`config.mk`:
```
export PLATFORM = sky130hd
export DESIGN_NAME = qnr_pipe_divider
export DESIGN_NICKNAME = d
export VERILOG_FILES = /design/src/rtl/qnr_pipe_divider.sv
export SDC_FILE = /design/constraint.sdc
export NUM_CORES = 2
export LEC_CHECK = 0
export BUFFER_PORTS_ARGS = -buffer_cell sky130_fd_sc_hd__buf_2
export CORE_AREA = 5 5 423 425
export DETAILED_ROUTE_END_ITERATION = 8
export DIE_AREA = 0 0 428 430
export GPL_ROUTABILITY_DRIVEN = 1
export SYNTH_ARGS = -nofsm -noshare
export SYNTH_HDL_FRONTEND = slang
export SYNTH_SLANG_ARGS = --single-unit
```
`constraint.sdc`:
```
create_clock -name clk -period 4.2 [get_ports clk]
set_input_delay 0.84 -clock clk [delete_from_list [all_inputs] [get_ports clk]]
set_output_delay 0.84 -clock clk [all_outputs]
set_load 0.05 [all_outputs]
```
`src/rtl/qnr_pipe_divider.sv`:
```
// Pipelined unsigned restoring divider for the jpeg_encoder quantizer; one quotient bit per stage.
// Define QNR_ROUND_EN to add a half-up rounding stage (saturating) after the last divide stage.
module qnr_pipe_divider #(
   parameter int DW    = 24,
   parameter int SW    = 16,
   parameter int TAG_W = 8
) (
   input  logic             clk,
   input  logic             rst_n,
   input  logic             ena,
   input  logic             in_valid,
   input  logic [DW-1:0]    in_dividend,
   input  logic [SW-1:0]    in_divisor,
   input  logic [TAG_W-1:0] in_tag,
   output logic             out_valid,
   output logic [DW-1:0]    out_quotient,
   output logic [SW-1:0]    out_remainder,
   output logic [TAG_W-1:0] out_tag,
   output logic             out_div0
);

   localparam int NI = DW - 1;

   logic             vld_p  [NI];
   logic [SW:0]      rem_p  [NI];
   logic [DW-1:0]    qd_p   [NI];
   logic [SW-1:0]    dvs_p  [NI];
   logic [TAG_W-1:0] tag_p  [NI];
   logic             div0_p [NI];

   logic [SW:0]      rem_n  [DW];
   logic [DW-1:0]    qd_n   [DW];

   // qd holds the unconsumed dividend bits in its MSBs and the resolved quotient bits in its LSBs.
   // A zero divisor always "succeeds", yielding all-ones and the dividend low bits as remainder.
   function automatic logic [SW+DW:0] div_step(input logic [SW:0]   rem,
                                               input logic [DW-1:0] qd,
                                               input logic [SW-1:0] dvs);
      logic [SW+1:0] sh;
      logic          ge;
      logic [SW:0]   nrem;
      sh   = {rem, qd[DW-1]};
      ge   = (sh >= {2'b00, dvs});
      nrem = ge ? (sh[SW:0] - {1'b0, dvs}) : sh[SW:0];
      return {nrem, qd[DW-2:0], ge};
   endfunction

   for (genvar k = 0; k < DW; k++) begin : g_step
      if (k == 0) begin : g_first
         assign {rem_n[k], qd_n[k]} = div_step({(SW+1){1'b0}}, in_dividend, in_divisor);
      end else begin : g_next
         assign {rem_n[k], qd_n[k]} = div_step(rem_p[k-1], qd_p[k-1], dvs_p[k-1]);
      end
   end

   // ---- divide stages 0..DW-2 ----
   always_ff @(posedge clk) begin
      if (!rst_n) begin
         for (int k = 0; k < NI; k++) vld_p[k] <= 1'b0;
      end else if (ena) begin
         vld_p[0] <= in_valid;
         for (int k = 1; k < NI; k++) vld_p[k] <= vld_p[k-1];
      end
   end

   always_ff @(posedge clk) begin
      if (ena) begin
         rem_p[0]  <= rem_n[0];
         qd_p[0]   <= qd_n[0];
         dvs_p[0]  <= in_divisor;
         tag_p[0]  <= in_tag;
         div0_p[0] <= (in_divisor == '0);
         for (int k = 1; k < NI; k++) begin
            rem_p[k]  <= rem_n[k];
            qd_p[k]   <= qd_n[k];
            dvs_p[k]  <= dvs_p[k-1];
            tag_p[k]  <= tag_p[k-1];
            div0_p[k] <= div0_p[k-1];
         end
      end
   end

`ifdef QNR_ROUND_EN
   logic             vld_f;
   logic [DW-1:0]    q_f;
   logic [SW-1:0]    r_f;
   logic [SW-1:0]    dvs_f;
   logic [TAG_W-1:0] tag_f;
   logic             div0_f;

   // Half-up rounding that saturates at all ones; div0 results pass through untouched.
   function automatic logic [DW-1:0] round_sat(input logic [DW-1:0] q,
                                               input logic [SW-1:0] r,
                                               input logic [SW-1:0] dvs,
                                               input logic          div0);
      logic up;
      up = !div0 && ({r, 1'b0} >= {1'b0, dvs}) && !(&q);
      return up ? q + 1'b1 : q;
   endfunction

   // ---- last divide stage ----
   always_ff @(posedge clk) begin
      if (!rst_n)   vld_f <= 1'b0;
      else if (ena) vld_f <= vld_p[NI-1];
   end

   always_ff @(posedge clk) begin
      if (ena) begin
         q_f    <= qd_n[DW-1];
         r_f    <= rem_n[DW-1][SW-1:0];
         dvs_f  <= dvs_p[NI-1];
         tag_f  <= tag_p[NI-1];
         div0_f <= div0_p[NI-1];
      end
   end

   // ---- rounding / output stage ----
   always_ff @(posedge clk) begin
      if (!rst_n) begin
         out_valid     <= 1'b0;
         out_quotient  <= '0;
         out_remainder <= '0;
         out_tag       <= '0;
         out_div0      <= 1'b0;
      end else if (ena) begin
         out_valid     <= vld_f;
         out_quotient  <= round_sat(q_f, r_f, dvs_f, div0_f);
         out_remainder <= r_f;
         out_tag       <= tag_f;
         out_div0      <= div0_f;
      end
   end
`else
   // ---- last divide stage / output ----
   always_ff @(posedge clk) begin
      if (!rst_n) begin
         out_valid     <= 1'b0;
         out_quotient  <= '0;
         out_remainder <= '0;
         out_tag       <= '0;
         out_div0      <= 1'b0;
      end else if (ena) begin
         out_valid     <= vld_p[NI-1];
         out_quotient  <= qd_n[DW-1];
         out_remainder <= rem_n[DW-1][SW-1:0];
         out_tag       <= tag_p[NI-1];
         out_div0      <= div0_p[NI-1];
      end
   end
`endif

endmodule

```
==> results.json <==
{
  "via_per_inst": 5.06,
  "ys_seq_elements": 1591,
  "synth_top_flop_cell": "edfxtp_1",
  "cts.sinks": 1591,
  "maxCapViolations": 0,
  "die_h_um": 430,
  "worst-path-buf-inv": 1,
  "cp_top_family": "compound AO/OA/AOI/OAI gates",
  "grt_pass1_vias": 39300,
  "ys_seq_area_share_pct": 66.1,
  "cellLeakagePower_uw": 0.0309,
  "clk_latency_ns": 0.81,
  "syn-num-nets": 5701,
  "die_x_um": 428,
  "place.gp.congestion": 0.868,
  "period_share_pct": 83.7,
  "powerDensity_mw_per_mm2": 699,
  "drv_slew": 0,
  "grt_overflow_total": 0,
  "synthArstFlopShare_pct": 0,
  "status": "completed",
  "final_common_cell": "edfxtp_1",
  "wl_met2_mm": 61.1,
  "min_period_ns": 3.51,
  "setup_violations": 0,
  "grt_max_degree": 145,
  "routed.top_layer": "met4",
  "wl_met1_mm": 62.4,
  "synth.top_cell.area_share_pct": 64.2,
  "drive_gt1_share_pct": 9.98,
  "cp.arrival_ns": 4.03,
  "worstSetupStartpointType": "flip-flop",
  "pin_count": 102,
  "synth.largest_area_cell": "edfxtp_1",
  "rsz0062_at_grt": "no",
  "antenna_found_initial": 1,
  "end_kind": "flip-flop",
  "synth_edf_count": 1524,
  "syn_to_final_growth_pct": 13.1,
  "cts.htree.levels": 4,
  "yosysWarnings": 0,
  "drc": 0,
  "synth_area_leaders": "edfxtp_1, ha_1, a21oi_1, inv_1, o21ai_0",
  "cts_hold_buf": 0,
  "grtUsageTotal_pct": 14.3,
  "tightest_slew_ns": 1.25,
  "cts_tree": "built",
  "drtIter0Drc": 2621,
  "syn_inst": 5256,
  "synth_cell_type_count": 85,
  "cts_resized": 0,
  "fin_nets": 5910,
  "setup_slack_ns": 0.687,
  "holdWs_ns": 0.205,
  "post-dp-hpwl_mm": 92.6,
  "cts_root_buf": "clkbuf_16",
  "clk_pin_slew_ns": 0.06,
  "die-area_mm2": 0.184,
  "total_power_uw": 56300,
  "critPathMaxStageDelay_ns": 0.50,
  "fin_skew_ns": 0.0471,
  "cts_setup_buffers": 0,
  "hold_viol_final": 0,
  "crit_chain": "ha_1, inv_1, fa_1, a211oi_1, nor2_1, o41ai_2, o311a_1, o21bai_1, a31o_2, nor2b_1, mux2_2",
  "wl_per_cell_um": 16.8,
  "drtPass1Iterations": 7,
  "place_worst_setup_slack_ns": 0.713,
  "io_buffers": 101,
  "vias": 40300,
  "fill_cells": 15600,
  "synth.avg_cell_area_um2": 13.6,
  "start_util_pct": 40.7,
  "core_mm2": 0.175,
  "layout_common_cells": "edfxtp_1, inv_1, ha_1",
  "wl_met3_mm": 5.41,
  "worstPathRequired_ns": 4.72,
  "peakVddDrop_uv": 465,
  "grt_pass1_wl_mm": 213,
  "fmax_mhz": 285,
  "ant_nets": 0,
  "hp-class": "input pin to flip-flop",
  "routed_wirelength_mm": 134,
  "crit_fanout": 27,
  "tns_ns": 0,
  "clk_path_buf_depth": 3,
  "slowest_stage": "edfxtp_1",
  "synth.cell_area_mm2": 0.0713,
  "critical_path_class": "flip-flop to flip-flop",
  "fp-row-count": 154,
  "cts_buffers": 171,
  "relSlewSlack_pct": 16.6
}
## final cells by class
type / count / area [um2] / share of cell area (%)
well taps: 2340 / 2930 / 3.63
diodes: 1 / 2.50 / 0.00310
clock buffers: 205 / 4440 / 5.51
multi-input cells: 3061 / 21900 / 27.1
inverters: 493 / 1850 / 2.30
flip-flops and latches: 1591 / 47100 / 58.4
repair buffers: 147 / 1030 / 1.28
clock inverters: 113 / 1380 / 1.71
## through the flow
stage | utilization, % | area (um2) | std cells
finish | 46.1 | 80600 | 7951
global route | 46.1 | 80600 | 7950
CTS | 46.1 | 80600 | 7950
detailed placement | 42.7 | 74800 | 7632
global placement | 42.7 | 74800 | 7632
floorplan | - | 71300 | 5256
## registers in the layout, indices dropped and copies added, names as in the netlist
register       flops
qd_p             552
out_remainder     16
div0_p            23
out_quotient      24
tag_p            184
vld_p             23
out_tag            8
dvs_p            368
rem_p            391
out_div0           1
out_valid          1
## where the power goes
group	switching [uW]	leakage, uW	internal, uW	total [uW]
logic	10200	0.0126	7720	18000
registers	1760	0.0154	21300	23100
clock network	6210	0.00284	9100	15300
total	18200	0.0309	38100	56300
## worst register-to-register path, stage by stage (launching register included)
cell and delay, ns:
edfxtp_1 0.50, ha_1 0.24, inv_1 0.06, fa_1 0.42, a211oi_1 0.22, nor2_1 0.11, o41ai_2 0.45, o311a_1 0.21
o21bai_1 0.11, a31o_2 0.46, nor2b_1 0.21, mux2_2 0.25
## routing by layer
layer / GRT usage, % / vias to the layer above
met5: 0 / -
met1: 19.6 / 19200
met4: 5.73 / 0
met3: 2.46 / 271
met2: 22.6 / 792
li1: - / 20000
## path summary, 6_finish.rpt
| kind | from | to | slack [ns] | depth (start not counted) |
|---|---|---|---|---|
| max | dvs_p[1][48]$_DFFE_PP_ | rem_p[1][84]$_DFFE_PP_ | 0.69 | 11 |
| min | in_dividend[8] | qd_p[0][9]$_DFFE_PP_ | 0.20 | 1 |
| max reg2reg | dvs_p[1][48]$_DFFE_PP_ | rem_p[1][84]$_DFFE_PP_ | 0.69 | 11 |
| min reg2reg | qd_p[1][59]$_DFFE_PP_ | qd_p[1][84]$_DFFE_PP_ | 0.38 | 0 |
## synthesized netlist by cell type, drive strengths merged (30+ instances only)
cell and count:
nor2 236, mux2 94, nand2b 60, a21oi 371, xor2 93, inv 492, o21bai 34, and3 30
xnor2 155, a211oi 40, nor3 59, dfxtp 67, nor2b 82, o21a 63, ha 370, nand3 49
mux2i 66, a31oi 39, nand2 335, a21o 161, edfxtp 1524, clkbuf 68, o21ai 312, nand4 58
buf 43
## cell families after synthesis
group,count (synthesis),synth area share [%]
buffers and inverters,604,3.26
and+or+nand+nor,1018,6.86
AOI/OAI and AO/OA,1242,11.2
DFF,1591,66.1
muxes,160,2.41
xor gates and xnor gates,248,3.05
adders and majority gates,393,7.14
(Power assumes the default switching activity.)
